## config.mk

```make
export PLATFORM = sky130hd
export DESIGN_NAME = char_stream_tx
export DESIGN_NICKNAME = d
export VERILOG_FILES = /design/src/rtl/char_stream_pkg.sv /design/src/rtl/char_fifo.sv /design/src/rtl/char_stream_tx.sv
export SDC_FILE = /design/constraint.sdc
export NUM_CORES = 1
export LEC_CHECK = 0
export ABC_AREA = 1
export CORE_UTILIZATION = 55
export CTS_CLUSTER_SIZE = 10
export DETAILED_ROUTE_END_ITERATION = 8
export PLACE_DENSITY_LB_ADDON = 0.25
export SLEW_MARGIN = 25
export SYNTH_ARGS = -nofsm -noshare
export SYNTH_HDL_FRONTEND = slang
export SYNTH_SLANG_ARGS = --single-unit
```

## constraint.sdc

```tcl
create_clock -name clk -period 10.5 [get_ports clk]
set_clock_uncertainty 0.1 [all_clocks]
set_input_delay 2.1 -clock clk [delete_from_list [all_inputs] [get_ports clk]]
set_output_delay 2.1 -clock clk [all_outputs]
set_load 0.01 [all_outputs]
```

## src/rtl/char_stream_pkg.sv

```systemverilog
// Shared types and constants for the character stream transmitter:
// FSM states, gap-mode encodings and the pseudo-random gap generator.
package char_stream_pkg;

  typedef enum logic [1:0] {
    ST_IDLE = 2'd0,
    ST_GAP  = 2'd1,
    ST_SEND = 2'd2
  } state_e;

  typedef enum logic [1:0] {
    GAP_NONE     = 2'd0,
    GAP_FIXED    = 2'd1,
    GAP_RANDOM   = 2'd2,
    GAP_NONE_ALT = 2'd3
  } gap_mode_e;

  localparam int                LFSR_W    = 8;
  // x^8 + x^6 + x^5 + x^4 + 1 -> feedback from bits 7, 5, 4, 3
  localparam logic [LFSR_W-1:0] LFSR_TAPS = 8'hB8;
  localparam int                GAP_MOD   = 5;

  function automatic logic [LFSR_W-1:0] lfsr_step(input logic [LFSR_W-1:0] v);
    return {v[LFSR_W-2:0], ^(v & LFSR_TAPS)};
  endfunction

  function automatic logic [2:0] lfsr_gap(input logic [LFSR_W-1:0] v);
    return 3'(v % GAP_MOD);
  endfunction

endpackage

```

## src/rtl/char_fifo.sv

```systemverilog
// Character FIFO: register storage with registered count and FULL/EMPTY flags.
// A write is taken only when not full; pops are issued only when non-empty.
module char_fifo #(
  parameter int DEPTH = 8
) (
  input  logic                   clk,
  input  logic                   rst_n,
  input  logic                   wr_en,
  input  logic [6:0]             wr_data,
  input  logic                   pop,
  output logic [6:0]             head,
  output logic                   wr_accept,
  output logic [$clog2(DEPTH):0] count,
  output logic                   full,
  output logic                   empty
);
  localparam int AW = $clog2(DEPTH);
  localparam int CW = AW + 1;

  logic [6:0]    mem [DEPTH];
  logic [AW-1:0] wr_ptr;
  logic [AW-1:0] rd_ptr;
  logic [CW-1:0] count_next;

  // A full FIFO drops the write even if a pop happens on the same edge.
  assign wr_accept = wr_en && !full;
  assign head      = mem[rd_ptr];

  always_comb begin
    // NOTE: assign a default first so every path drives count_next and no latch is inferred.
    count_next = count;
    case ({wr_accept, pop})
      2'b10:   count_next = count + CW'(1);
      2'b01:   count_next = count - CW'(1);
      default: count_next = count;
    endcase
  end

  always_ff @(posedge clk or negedge rst_n) begin
    // NOTE: sequential state uses non-blocking assignments so all registers update together.
    if (!rst_n) begin
      wr_ptr <= '0;
      rd_ptr <= '0;
      count  <= '0;
      full   <= 1'b0;
      empty  <= 1'b1;
    end else begin
      if (wr_accept) wr_ptr <= wr_ptr + AW'(1);
      if (pop)       rd_ptr <= rd_ptr + AW'(1);
      count <= count_next;
      full  <= (count_next == CW'(DEPTH));
      empty <= (count_next == '0);
    end
  end

  // NOTE: storage is not reset; the pointers and count decide which entries are valid.
  always_ff @(posedge clk) begin
    if (wr_accept) mem[wr_ptr] <= wr_data;
  end

endmodule

```

## src/rtl/char_stream_tx.sv

```systemverilog
// Character stream transmitter: buffers 7-bit characters and emits one per
// RDY strobe, separated by a gap that is none, fixed, or LFSR pseudo-random.
module char_stream_tx
  import char_stream_pkg::*;
#(
  parameter int                DEPTH = 8,
  parameter logic [LFSR_W-1:0] SEED  = 8'hA5
) (
  input  logic        clk,
  input  logic        rst_n,
  input  logic        en,
  input  logic        wr_en,
  input  logic [7:0]  wr_data,
  input  logic [1:0]  gap_mode,
  input  logic [2:0]  gap_len,
  output logic        rdy,
  output logic [6:0]  dout,
  output logic        full,
  output logic        empty,
  output logic        ovf,
  output logic [15:0] sent_cnt
);
  localparam int CW = $clog2(DEPTH) + 1;

  state_e            state;
  state_e            gap_state;
  logic [LFSR_W-1:0] lfsr;
  logic [2:0]        gap_cnt;
  logic [2:0]        gap_k;
  logic [CW-1:0]     count;
  logic [6:0]        head;
  logic              wr_accept;
  logic              pop;
  logic              more_after_pop;
  logic              unused_bit7;

  // Bit 7 of the incoming character is discarded by design.
  assign unused_bit7 = wr_data[7];

  char_fifo #(.DEPTH(DEPTH)) u_fifo (
    .clk       (clk),
    .rst_n     (rst_n),
    .wr_en     (wr_en),
    .wr_data   (wr_data[6:0]),
    .pop       (pop),
    .head      (head),
    .wr_accept (wr_accept),
    .count     (count),
    .full      (full),
    .empty     (empty)
  );

  assign pop            = (state == ST_SEND) && en && !empty;
  assign more_after_pop = wr_accept || (count > CW'(1));

  // Gap length is sampled only here, at the moment a new character is scheduled.
  always_comb begin
    gap_k = '0;
    case (gap_mode_e'(gap_mode))
      GAP_FIXED:  gap_k = gap_len;
      GAP_RANDOM: gap_k = lfsr_gap(lfsr);
      default:    gap_k = '0;
    endcase
  end

  assign gap_state = (gap_k == '0) ? ST_SEND : ST_GAP;

  always_ff @(posedge clk or negedge rst_n) begin
    if (!rst_n) begin
      state    <= ST_IDLE;
      lfsr     <= SEED;
      gap_cnt  <= '0;
      rdy      <= 1'b0;
      dout     <= '0;
      ovf      <= 1'b0;
      sent_cnt <= '0;
    end else begin
      rdy <= 1'b0;
      if (wr_en && full) ovf <= 1'b1;

      case (state)
        ST_IDLE: begin
          if (en && !empty) begin
            lfsr    <= lfsr_step(lfsr);
            state   <= gap_state;
            gap_cnt <= gap_k;
          end
        end

        // Counter freezes while disabled; the last enabled count arms SEND.
        ST_GAP: begin
          if (en) begin
            if (gap_cnt == 3'd1) begin
              state   <= ST_SEND;
              gap_cnt <= '0;
            end else begin
              gap_cnt <= gap_cnt - 3'd1;
            end
          end
        end

        ST_SEND: begin
          if (pop) begin
            rdy      <= 1'b1;
            dout     <= head;
            sent_cnt <= sent_cnt + 16'd1;
            if (more_after_pop) begin
              lfsr    <= lfsr_step(lfsr);
              state   <= gap_state;
              gap_cnt <= gap_k;
            end else begin
              state <= ST_IDLE;
            end
          end else if (empty) begin
            state <= ST_IDLE;
          end
        end

        default: state <= ST_IDLE;
      endcase
    end
  end

endmodule

```

# After elaboration in Yosys (flattened, before gate mapping)
# Memories as Yosys holds them, arrays and structs flattened. A register that Yosys moved wholly into a read port is not among the register bits.
# Index checks and enable logic that the tools add are counted.
# W data, S select, Z words.
# classes
reduce_logical,19
eq_ne,14
muxes,24
div,1
magnitude_cmp,1
addsub,6
# ops
operator,n
$mod A8 B3 Y32 const B,1
$mux W8,3
$add A16 B1 Y16 const B,1
$pmux W8 S2,1
$mux W3,5
$mux W2,7
$pmux W3 S3,1
$ne A2 B2 Y1 const B,4
$pmux W4 S2,1
$reduce_and A4 Y1,2
$reduce_xor A8 Y1,1
$add A3 B1 Y3 const B,2
$eq A2 B1 Y1 const B,3
$eq A2 B2 Y1 const B,3
$pmux W2 S3,1
$pmux W3 S2,1
$logic_and A1 B1 Y1,5
$reduce_and A5 Y1,1
$add A4 B1 Y4 const B,1
$eq A4 B4 Y1 const B,1
$gt A4 B1 Y1 const B,1
$logic_not A4 Y1,1
$mux W1,4
$sub A4 B1 Y4 const B,1
other kinds (11),13
# word_totals
mem_count,1
ff_bits,43
out_inout_bits,27
mem_bits_rw,56
word_cells,77
input_bits,17
# mem_list
memory,words,word_bits,rd,rd_clocked_by_memory_dff,write_ports,line_no,rtl
u_fifo.mem,8,7,1,1,1,char_fifo.sv:20,logic [6:0] mem [DEPTH];

# Longest topological paths before layout
# Gate-level depths: netlist (run 1).
# depth
depth_word,7
ltp_mapped,46
mapped_depth_nobuf,46

# Cells and area by module
# A second synthesis (run 1) with hierarchy kept.
# unflattened
hier_cells,697
area_unflattened_um2,6045.8
# by_module_without_submodules
mod,cells_each,area_each_um2,seq_area_each_um2,instances
char_stream_tx,445,3171.8,955.9,1
char_fifo,252,2874.0,1983.2,1

# Worst setup path before layout (run 1)
# Ideal clock, no wire load.
# synth_timing
path_type,register -> register
start,register lfsr[5]
end,register gap_cnt[2]
path_stages_with_launch,40
path_slack_ns,5.951
synth_period_minus_slack_ns,4.549
setup_time_ns,0.119
required_time_ns,10.281
n_path_buf,1
arrival_ns,4.330
path_cell_list,dfstp_2 ha_1 nand3_1 o21ai_4 nand2_1 nand2_2 nand3_2 inv_2 nand2_1 nand2_2 nand3_2 nand2_4 nand2_4 nand2_1 nand3_2 nand2_2 buf_6 nand4_1 (+4 left out) nand3_1 nand2_2 nand2_2 nor2_2 nand3_2 xor2_1 inv_1 ha_1 o21ai_1 nor2_2 nand3_2 nand2_1 nand2_1 nand2_1 nand2_1 nand2_1 nor2_1 o21ba_1
# synth_between
elab_chain_cells,5
elab_cells_between_ends,6
classes_between,div (1); mux (5)
# synth_lines
item,line_no,rtl
"start, declared",char_stream_tx.sv:27,logic [LFSR_W-1:0] lfsr;
"start signal, assigned",char_stream_tx.sv:84,lfsr <= lfsr_step(lfsr);
"start signal, assigned",char_stream_tx.sv:108,lfsr <= lfsr_step(lfsr);
$mod A8 B3 Y32 (*),char_stream_pkg.sv:28,return 3'(v % GAP_MOD);
$pmux W3 S2 (*),char_stream_tx.sv:59,case (gap_mode_e'(gap_mode))
$mux W3,char_stream_tx.sv:107,if (more_after_pop) begin
$mux W3,char_stream_tx.sv:103,if (pop) begin
$pmux W3 S3 (*),char_stream_tx.sv:81,case (state)
"end signal, assigned",char_stream_tx.sv:86,gap_cnt <= gap_k;
"end signal, assigned",char_stream_tx.sv:97,gap_cnt <= gap_cnt - 3'd1;
"end signal, assigned",char_stream_tx.sv:110,gap_cnt <= gap_k;
"end, declared",char_stream_tx.sv:28,logic [2:0] gap_cnt;
# Mark *: on every way between the ends. The rest lies on a longest branch, timed or not. The select of a mux whose other input is x is not followed.
# A chain may end at the register's enable or synchronous reset.

# Worst setup path in the final report (run 1)
# layout_timing
start,register lfsr[4]
end,register state[0]
# layout_between
elab_chain_cells,7
elab_cells_between_ends,8
classes_between,div (1); mux (6); reduce/logical (1)
# layout_lines
item,line_no,rtl
$mod A8 B3 Y32 (*),char_stream_pkg.sv:28,
$pmux W3 S2 (*),char_stream_tx.sv:59,
$logic_not A3 Y1 (*),char_stream_tx.sv:66,assign gap_state = (gap_k == '0) ? ST_SEND : ST_GAP;
$mux W2 (*),char_stream_tx.sv:66,
$mux W2,char_stream_tx.sv:107,
$mux W2,char_stream_tx.sv:103,
$pmux W2 S3 (*),char_stream_tx.sv:81,
"end signal, assigned",char_stream_tx.sv:85,state <= gap_state;
"end signal, assigned",char_stream_tx.sv:109,state <= gap_state;
"end, declared",char_stream_tx.sv:25,state_e state;
# Marked as above.

==> flow_summary.json, run 1 <==
{
  "status": "finished, final reports clean",
  "antenna_found_initial": 0,
  "place_inst": 802,
  "clkSinkCount": 106,
  "ys_seq_elements": 106,
  "grt_pass1_vias": 4172,
  "vias_per_cell": 5.296,
  "yosysTopAreaCellShare": 0.2906,
  "synthTopCellsByArea": "edfxtp_1, dfrtp_1, nand2_1",
  "cts_tree": "done",
  "grt-ovfl-total": 0,
  "synth_edf_count": 56,
  "max_freq_mhz": 185.9,
  "chipWidth_um": 104.6,
  "max_stage_delay_ns": 0.45,
  "post_cts_resize_count": 0,
  "met3_usage": 0.03805,
  "cts-root-buf": "clkbuf_8",
  "timing.final.crit_period_ns": 5.378,
  "finish.utilization": 0.6362,
  "die_area_um2": 10940,
  "syn_nets": 672,
  "placementRows": 37,
  "postCtsHoldBufs": 0,
  "grt_max_degree": 51,
  "worstPathRequired_ns": 10.67,
  "synth_flop_cell": "edfxtp_1",
  "h-tree-depth": 3,
  "yosys-top-cells-count": "nand2_1, nor2_1, inv_1",
  "worstSetupPathType": "flip-flop to flip-flop",
  "numPortBuffers": 42,
  "start_kind": "flip-flop",
  "cts_buffers": 9,
  "wl_um": 10980,
  "num_vias": 4332,
  "wl_per_cell_um": 13.42,
  "yosysMostFrequentCell": "nand2_1",
  "yosysWarnings": 0,
  "start_util": 0.5631,
  "worst_path_max_delay_cell": "dfrtp_1",
  "synth_cell_type_count": 45,
  "dp.final_hpwl_um": 7615,
  "synthArstFlopShare": 0.4717,
  "postCtsSetupBuffers": 0,
  "die-height_um": 104.6,
  "tightest_slew_ns": 0.9131,
  "syn_area_per_cell_um2": 9.099,
  "synth_top_family_by_area": "simple AND/OR/NAND/NOR gates",
  "syn-cell-area_um2": 5787,
  "setup_tns_ns": 0,
  "use_met1": 0.2632,
  "pin_count": 44,
  "hold_path_class": "flip-flop to flip-flop",
  "gp_congestion": 0.8520,
  "coreArea_um2": 10280,
  "yosys.area_share.simple": 0.2441,
  "maxSlewViolCount": 0,
  "synth.largest_area_cell": "edfxtp_1",
  "fillCellCount": 847,
  "layout.cells.non_filler": 818,
  "yosysSeqAreaShare": 0.5079,
  "synth_compound_area_frac": 0.08843,
  "slew_headroom": 0.3913,
  "insertion_delay_ns": 0.37,
  "crit_top_cell": "nand2_1",
  "use_met2": 0.3581,
  "rsz0062_at_grt": "false",
  "syn2layout_area_growth_pct": 12.99,
  "period_share": 0.5122,
  "drtAntennaViolNets": 0,
  "drtIter0Drc": 258,
  "num_antenna_cells": 0,
  "setup_viol": 0,
  "maxCapViolCount": 0,
  "path_max_fanout": 9,
  "synth_adder_area_share": 0.04108,
  "end_kind": "flip-flop",
  "synthCells": 636,
  "finalNetCount": 713,
  "firstDrtPassIters": 5,
  "drc_errors": 0,
  "clk_pin_slew_ns": 0.12,
  "max-clock-path-buffers": 2,
  "critical_path_arrival_ns": 5.54,
  "hold_viol_final": 0,
  "drive_gt1_frac": 0.1114,
  "gr-usage-all-layers": 0.2093,
  "synthMuxAreaShare": 0.01211,
  "synth_xor_area_frac": 0.04541,
  "grt_pass1_wl_um": 18290,
  "gr-max-usage-layer": "met2"
}
[through the flow]
step | cell area [um2] | hold WS (ns) | setup slack [ns]
after floorplan | 5787 | 0.3919 | 5.951
after global placement | 6320 | 0.3434 | 5.406
after detailed placement | 6320 | 0.3637 | 5.261
after CTS | 6538 | 0.3850 | 5.184
after global routing | 6539 | 0.3934 | 4.542
final | 6539 | 0.3789 | 5.122
[flip-flops by register name, summed over array words and instances, names as in the netlist, 2 cells and up]
register       count
u_fifo.count       4
u_fifo.rd_ptr      3
gap_cnt            3
u_fifo.mem        56
state              2
dout               7
sent_cnt          16
lfsr               8
u_fifo.wr_ptr      3
[worst paths after layout]
kind	slack, ns	depth (start not counted)	endpoint	start
worst max-delay path	5.12	38	state[0]	lfsr[4]
worst min-delay path	0.38	1	sent_cnt[15]	sent_cnt[15]
worst max register to register	5.12	38	state[0]	lfsr[4]
worst min register to register	0.38	1	sent_cnt[15]	sent_cnt[15]
max in group asynchronous	8.12	2	u_fifo.rd_ptr[0]	rst_n
min in group asynchronous	1.71	2	sent_cnt[15]	rst_n
[cell type report]
class,count,area (um2),area share
clock buffers,9,123.9,0.01894
repair buffers,45,437.9,0.06697
clock inverters,7,93.84,0.01435
inverters,74,277.8,0.04248
flip-flops and latches,106,2940,0.4497
well taps,136,170.2,0.02602
multi-input cells,441,2495,0.3816
[worst max-delay path: cells and delay by family (launching register included)]
kind,cells,cell delay (ns)
fa+ha+maj,3,0.60
buf+inv,6,0.79
compound gates,2,0.34
simple gates,26,2.78
flops,1,0.45
xor+xnor,1,0.19
[metal layers]
layer  vias up  wire length, um
li1       2207                -
met5         -                0
met1      2010             4933
met4         0              194
met3        18              492
met2        97             5360
[logic make-up (layout without fill, tap and decap cells)]
family,after synthesis,in the layout
flip-flops,106,106
adder cells (fa/ha/maj),19,19
buffers and inverters,89,135
multiplexers,7,7
XOR/XNOR,30,30
AND/OR/NAND/NOR,305,305
AO/OA/AOI/OAI,80,80
[placed cells by master (no fill, tap or decap), types with 2 or more instances in the layout]
cell / instances
nor3_1: 3
o221ai_1: 7
inv_1: 62
clkdlybuf4s50_1: 41
dfstp_2: 5
nand3b_1: 4
o211ai_1: 9
nand2_4: 2
nand4_1: 11
edfxtp_1: 56
buf_4: 3
xnor2_1: 9
o22ai_1: 2
nand3_1: 44
nor2_1: 65
nor2_2: 5
nand2_1: 137
inv_2: 11
ha_1: 19
nand3_2: 9
o32ai_1: 7
nand2_2: 16
mux2i_1: 7
clkbuf_8: 9
or2_0: 2
xor2_1: 21
inv_6: 2
a21oi_1: 9
clkinv_8: 3
o21ai_0: 36
or2_2: 2
o21ai_1: 2
dfrtp_1: 44
Power of run 1 is not shown: default switching activity piles up to over one toggle a cycle in this logic, so the estimate is an artifact.
==> inputs of run 2 (changes only) <==
--- a/config.mk
+++ b/config.mk
@@ -6,7 +6,7 @@
 export NUM_CORES = 1
 export LEC_CHECK = 0
 export ABC_AREA = 1
-export CORE_UTILIZATION = 55
+export CORE_UTILIZATION = 53
 export CTS_CLUSTER_SIZE = 10
 export DETAILED_ROUTE_END_ITERATION = 8
 export PLACE_DENSITY_LB_ADDON = 0.25
==> constraint.sdc (replaced) <==
create_clock -name clk -period 4.7 [get_ports clk]
set_clock_uncertainty 0.1 [all_clocks]
set_input_delay 0.94 -clock clk [delete_from_list [all_inputs] [get_ports clk]]
set_output_delay 0.94 -clock clk [all_outputs]
set_load 0.01 [all_outputs]
==> flow_summary.json, run 2 (same netlist as run 1, synthesis figures left out) <==
{
  "status": "finished with violations",
  "violations": "negative setup slack",
  "coreArea_um2": 10460,
  "drtAntennaViolNets": 0,
  "insertion_delay_ns": 0.37,
  "wl_per_cell_um": 14.53,
  "num_vias": 4567,
  "mostFrequentLayoutCells": "nand2_1, nor2_1, inv_1, edfxtp_1, dfrtp_1",
  "critPathTopFamily": "simple AND/OR/NAND/NOR gates",
  "num_antenna_cells": 0,
  "critical_path_arrival_ns": 4.94,
  "crit_top_cell": "nand2_1",
  "chipWidth_um": 106.5,
  "grt_pass1_wl_um": 20100,
  "clk_pin_slew_ns": 0.11,
  "final_common_cell": "nand2_1",
  "cts-root-buf": "clkbuf_8",
  "grt_pass1_vias": 4500,
  "clkSinkCount": 106,
  "path_max_fanout": 4,
  "die_area_um2": 11340,
  "placementRows": 37,
  "rsz0062_at_grt": "true",
  "h-tree-depth": 3,
  "dp.final_hpwl_um": 8281,
  "numPortBuffers": 42,
  "start_kind": "flip-flop",
  "place_inst": 822,
  "slew_headroom": 0.4171,
  "firstDrtPassIters": 5,
  "max_freq_mhz": 209.5,
  "gr-usage-all-layers": 0.2227,
  "gp_congestion": 0.8707,
  "die-height_um": 106.5,
  "hold_path_class": "flip-flop to flip-flop",
  "end_kind": "flip-flop",
  "wl_um": 12360,
  "timing.final.crit_period_ns": 4.774,
  "setup_ws_ns": -0.07377,
  "worstPathRequired_ns": 4.86,
  "grt-ovfl-total": 0,
  "maxCapViolCount": 0,
  "regMostFlops": "u_fifo.mem",
  "tightest_slew_ns": 0.8744,
  "layout.cells.non_filler": 851,
  "largest_reg_flops": 56,
  "hold_viol_final": 0,
  "maxSlewViolCount": 0,
  "worstSetupPathType": "flip-flop to flip-flop",
  "finalNetCount": 746,
  "largest_registers": "u_fifo.mem x56, sent_cnt x16, lfsr x8",
  "drc_errors": 0,
  "grt_max_degree": 51,
  "drive_gt1_frac": 0.2056,
  "cts_buffers": 9,
  "drtIter0Drc": 298,
  "setup_viol": 3,
  "pin_count": 44,
  "period_share": 1.016,
  "max-clock-path-buffers": 2,
  "cts_tree": "done",
  "start_util": 0.5531,
  "vias_per_cell": 5.367,
  "worst_path_max_delay_cell": "dfstp_2",
  "antenna_found_initial": 0,
  "crit_buf_inv": 4,
  "max_stage_delay_ns": 0.58,
  "syn2layout_area_growth_pct": 21.36
}
run 2: area by class of cell:
type / count / area, um2
fill: 823 / 3440
sequential: 106 / 2939
multi-input combinational: 441 / 2723
timing repair buffer: 78 / 693.2
inverter: 74 / 282.8
tap: 136 / 170.2
clock buffer: 9 / 123.9
clock inverter: 7 / 91.34
run 2: final timing paths:
check | from | endpoint | slack (ns) | depth (start not counted)
min reg2reg | ovf | ovf | 0.37 | 1
min | ovf | ovf | 0.37 | 1
max | lfsr[5] | gap_cnt[2] | -0.07 | 37
max in group asynchronous | rst_n | dout[3] | 3.50 | 2
max reg2reg | lfsr[5] | gap_cnt[2] | -0.07 | 37
min in group asynchronous | rst_n | sent_cnt[13] | 0.56 | 2
run 2: metrics by stage:
| step | setup WS (ns) | area, um2 | hold WS, ns | utilization | setup TNS [ns] |
|---|---|---|---|---|---|
| CTS | 0.006540 | 6713 | 0.3810 | 0.6416 | 0 |
| global placement | 0.04191 | 6470 | 0.3405 | 0.6184 | 0 |
| floorplan | 0.1510 | 5787 | 0.3919 | - | 0 |
| global route | -0.4233 | 7023 | 0.3901 | 0.6713 | -1.791 |
| detailed placement | -0.1283 | 6470 | 0.3523 | 0.6184 | -0.3952 |
| finish | -0.07377 | 7023 | 0.3730 | 0.6713 | -0.1466 |
run 2: metal layers:
layer / share of wire / global-route usage / wire [um] / vias up
li1: - / - / - / 2278
met1: 0.42 / 0.2769 / 5240 / 2171
met2: 0.53 / 0.4031 / 6506 / 108
met3: 0.040 / 0.03311 / 489 / 10
met4: 0.010 / 0.06067 / 126 / 0
met5: 0 / 0 / 0 / -
run 2: repair_timing:
action                                  4_1_cts  5_1_grt
pin swaps                                     3       18
hold buffers                                  0        0
endpoints found under the setup margin        5        5
buffers inserted                              3       10
resized for setup                             1       59
hold endpoints to repair                      0        0
Power of run 2 is left out for the same reason.
==> inputs of run 3 (changes only) <==
--- a/config.mk
+++ b/config.mk
@@ -6,10 +6,10 @@
 export NUM_CORES = 1
 export LEC_CHECK = 0
 export ABC_AREA = 1
-export CORE_UTILIZATION = 53
+export CORE_UTILIZATION = 55
 export CTS_CLUSTER_SIZE = 10
 export DETAILED_ROUTE_END_ITERATION = 8
-export PLACE_DENSITY_LB_ADDON = 0.25
+export PLACE_DENSITY = 0.85
 export SLEW_MARGIN = 25
 export SYNTH_ARGS = -nofsm -noshare
 export SYNTH_HDL_FRONTEND = slang
==> constraint.sdc (replaced) <==
create_clock -name clk -period 5.32 [get_ports clk]
set_clock_uncertainty 0.1 [all_clocks]
set_input_delay 1.064 -clock clk [delete_from_list [all_inputs] [get_ports clk]]
set_output_delay 1.064 -clock clk [all_outputs]
set_load 0.01 [all_outputs]
==> flow_summary.json, run 3 (same netlist as run 1, synthesis figures left out) <==
{
  "status": "finished, final reports clean",
  "worstPathRequired_ns": 5.54,
  "worstSetupPathType": "flip-flop to flip-flop",
  "pin_count": 44,
  "dp.final_hpwl_um": 8173,
  "largest_reg_flops": 56,
  "hold_ws_ns": 0.3776,
  "layout.cells.non_filler": 837,
  "setup_ws_ns": 0.2725,
  "placementRows": 37,
  "grt_pass1_vias": 4473,
  "firstDrtPassIters": 5,
  "finalNetCount": 732,
  "num_antenna_cells": 0,
  "top_layer": "met4",
  "reg2reg_from": "lfsr[4]",
  "drtAntennaViolNets": 0,
  "max-clock-path-buffers": 2,
  "die_area_um2": 10940,
  "maxCapViolCount": 0,
  "clk_pin_slew_ns": 0.11,
  "ff_latch_area_um2": 2939,
  "start_kind": "flip-flop",
  "grt-ovfl-total": 0,
  "ff2ff_path_depth": 42,
  "post-place-ws_ns": 0.2246,
  "mostFrequentLayoutCells": "nand2_1, nor2_1, inv_1, edfxtp_1, dfrtp_1",
  "numPortBuffers": 42,
  "drtIter0Drc": 349,
  "slew_headroom": 0.4020,
  "m1WireLength_um": 5066,
  "antenna_found_initial": 0,
  "wl_um": 12450,
  "critical_path_arrival_ns": 5.27,
  "die-height_um": 104.6,
  "setup_viol": 0,
  "fillCellCount": 764,
  "timing.final.crit_period_ns": 5.047,
  "cts_tree": "done",
  "hold_path_class": "flip-flop to flip-flop",
  "drive_gt1_frac": 0.1569,
  "end_kind": "flip-flop",
  "crit_top_cell": "nand2_1",
  "whs_path_depth": 1,
  "cts-root-buf": "clkbuf_8",
  "chipWidth_um": 104.6,
  "vias_per_cell": 5.559,
  "tightest_slew_ns": 0.8970,
  "coreArea_um2": 10280,
  "max_stage_delay_ns": 0.40,
  "syn2layout_area_growth_pct": 17.32,
  "cts_buffers": 9,
  "worst_path_max_delay_cell": "dfrtp_1",
  "final_common_cell": "nand2_1",
  "largest_registers": "u_fifo.mem x56, sent_cnt x16, lfsr x8",
  "multi_input_area_um2": 2618,
  "path_max_fanout": 8,
  "grt_max_degree": 51,
  "grt_pass1_wl_um": 19980,
  "num_vias": 4653,
  "clkSinkCount": 106,
  "gr-usage-all-layers": 0.2286,
  "r2r_slack_ns": 0.27,
  "holdPathEnd": "ovf",
  "start_util": 0.5631,
  "worstReg2RegEnd": "state[1]",
  "wl_met2_um": 6485,
  "maxSlewViolCount": 0,
  "max_freq_mhz": 198.1,
  "hold_viol_final": 0,
  "wl_per_cell_um": 14.87,
  "wl_met3_um": 567,
  "gp_congestion": 0.8556,
  "h-tree-depth": 3,
  "insertion_delay_ns": 0.38,
  "place_inst": 805,
  "regMostFlops": "u_fifo.mem",
  "crit_buf_inv": 9,
  "period_share": 0.9488,
  "drc_errors": 0,
  "critPathTopFamily": "simple AND/OR/NAND/NOR gates",
  "hold_start": "ovf"
}
## run 3: area by class of cell
| type | instances | area share |
|---|---|---|
| multi-input cells | 441 | 0.3856 |
| inverters | 74 | 0.04091 |
| well taps | 136 | 0.02506 |
| repair buffers | 64 | 0.08551 |
| clock inverters | 7 | 0.01180 |
| flip-flops and latches | 106 | 0.4329 |
| clock buffers | 9 | 0.01825 |
## run 3: worst reg2reg max path, delay by kind of cell, from the launching register on
kind | cells | cell delay, ns
and+or+nand+nor | 26 | 2.37
adders and majority gates | 3 | 0.55
xor gates and xnor gates | 1 | 0.15
buffers and inverters | 9 | 0.82
AOI/OAI and AO/OA | 3 | 0.58
DFF | 1 | 0.40
## run 3: routing by layer
layer | vias to the layer above | GRT usage
li1 | 2251 | -
met5 | - | 0
met4 | 0 | 0.1076
met3 | 32 | 0.03993
met2 | 135 | 0.3988
met1 | 2235 | 0.2751
## run 3: how the worst max path moves through the flow
stage	startpoint	end	slack (ns)	cells after the start
floorplan	lfsr[5]	gap_cnt[2]	0.77	39
CTS	lfsr[5]	state[1]	0.15	41
finish	lfsr[4]	state[1]	0.27	42
detailed placement	lfsr[4]	state[1]	0.22	42
global route	lfsr[4]	state[1]	-0.14	39
global placement	lfsr[4]	state[0]	0.43	42
## run 3: per-stage QoR
| step | setup TNS [ns] | utilization | area (um2) |
|---|---|---|---|
| after floorplan | 0 | - | 5787 |
| after CTS | 0 | 0.6370 | 6546 |
| final | 0 | 0.6606 | 6789 |
| after detailed placement | 0 | 0.6171 | 6342 |
| after global placement | 0 | 0.6171 | 6342 |
| after global routing | -0.4613 | 0.6606 | 6789 |
## run 3: what timing repair did
item	4_1_cts	5_1_grt
setup endpoints to repair	0	5
hold buffers	0	0
resized for setup	0	27
endpoints found under the hold margin	0	0
setup buffers	0	16
Power of run 3 is left out for the same reason.
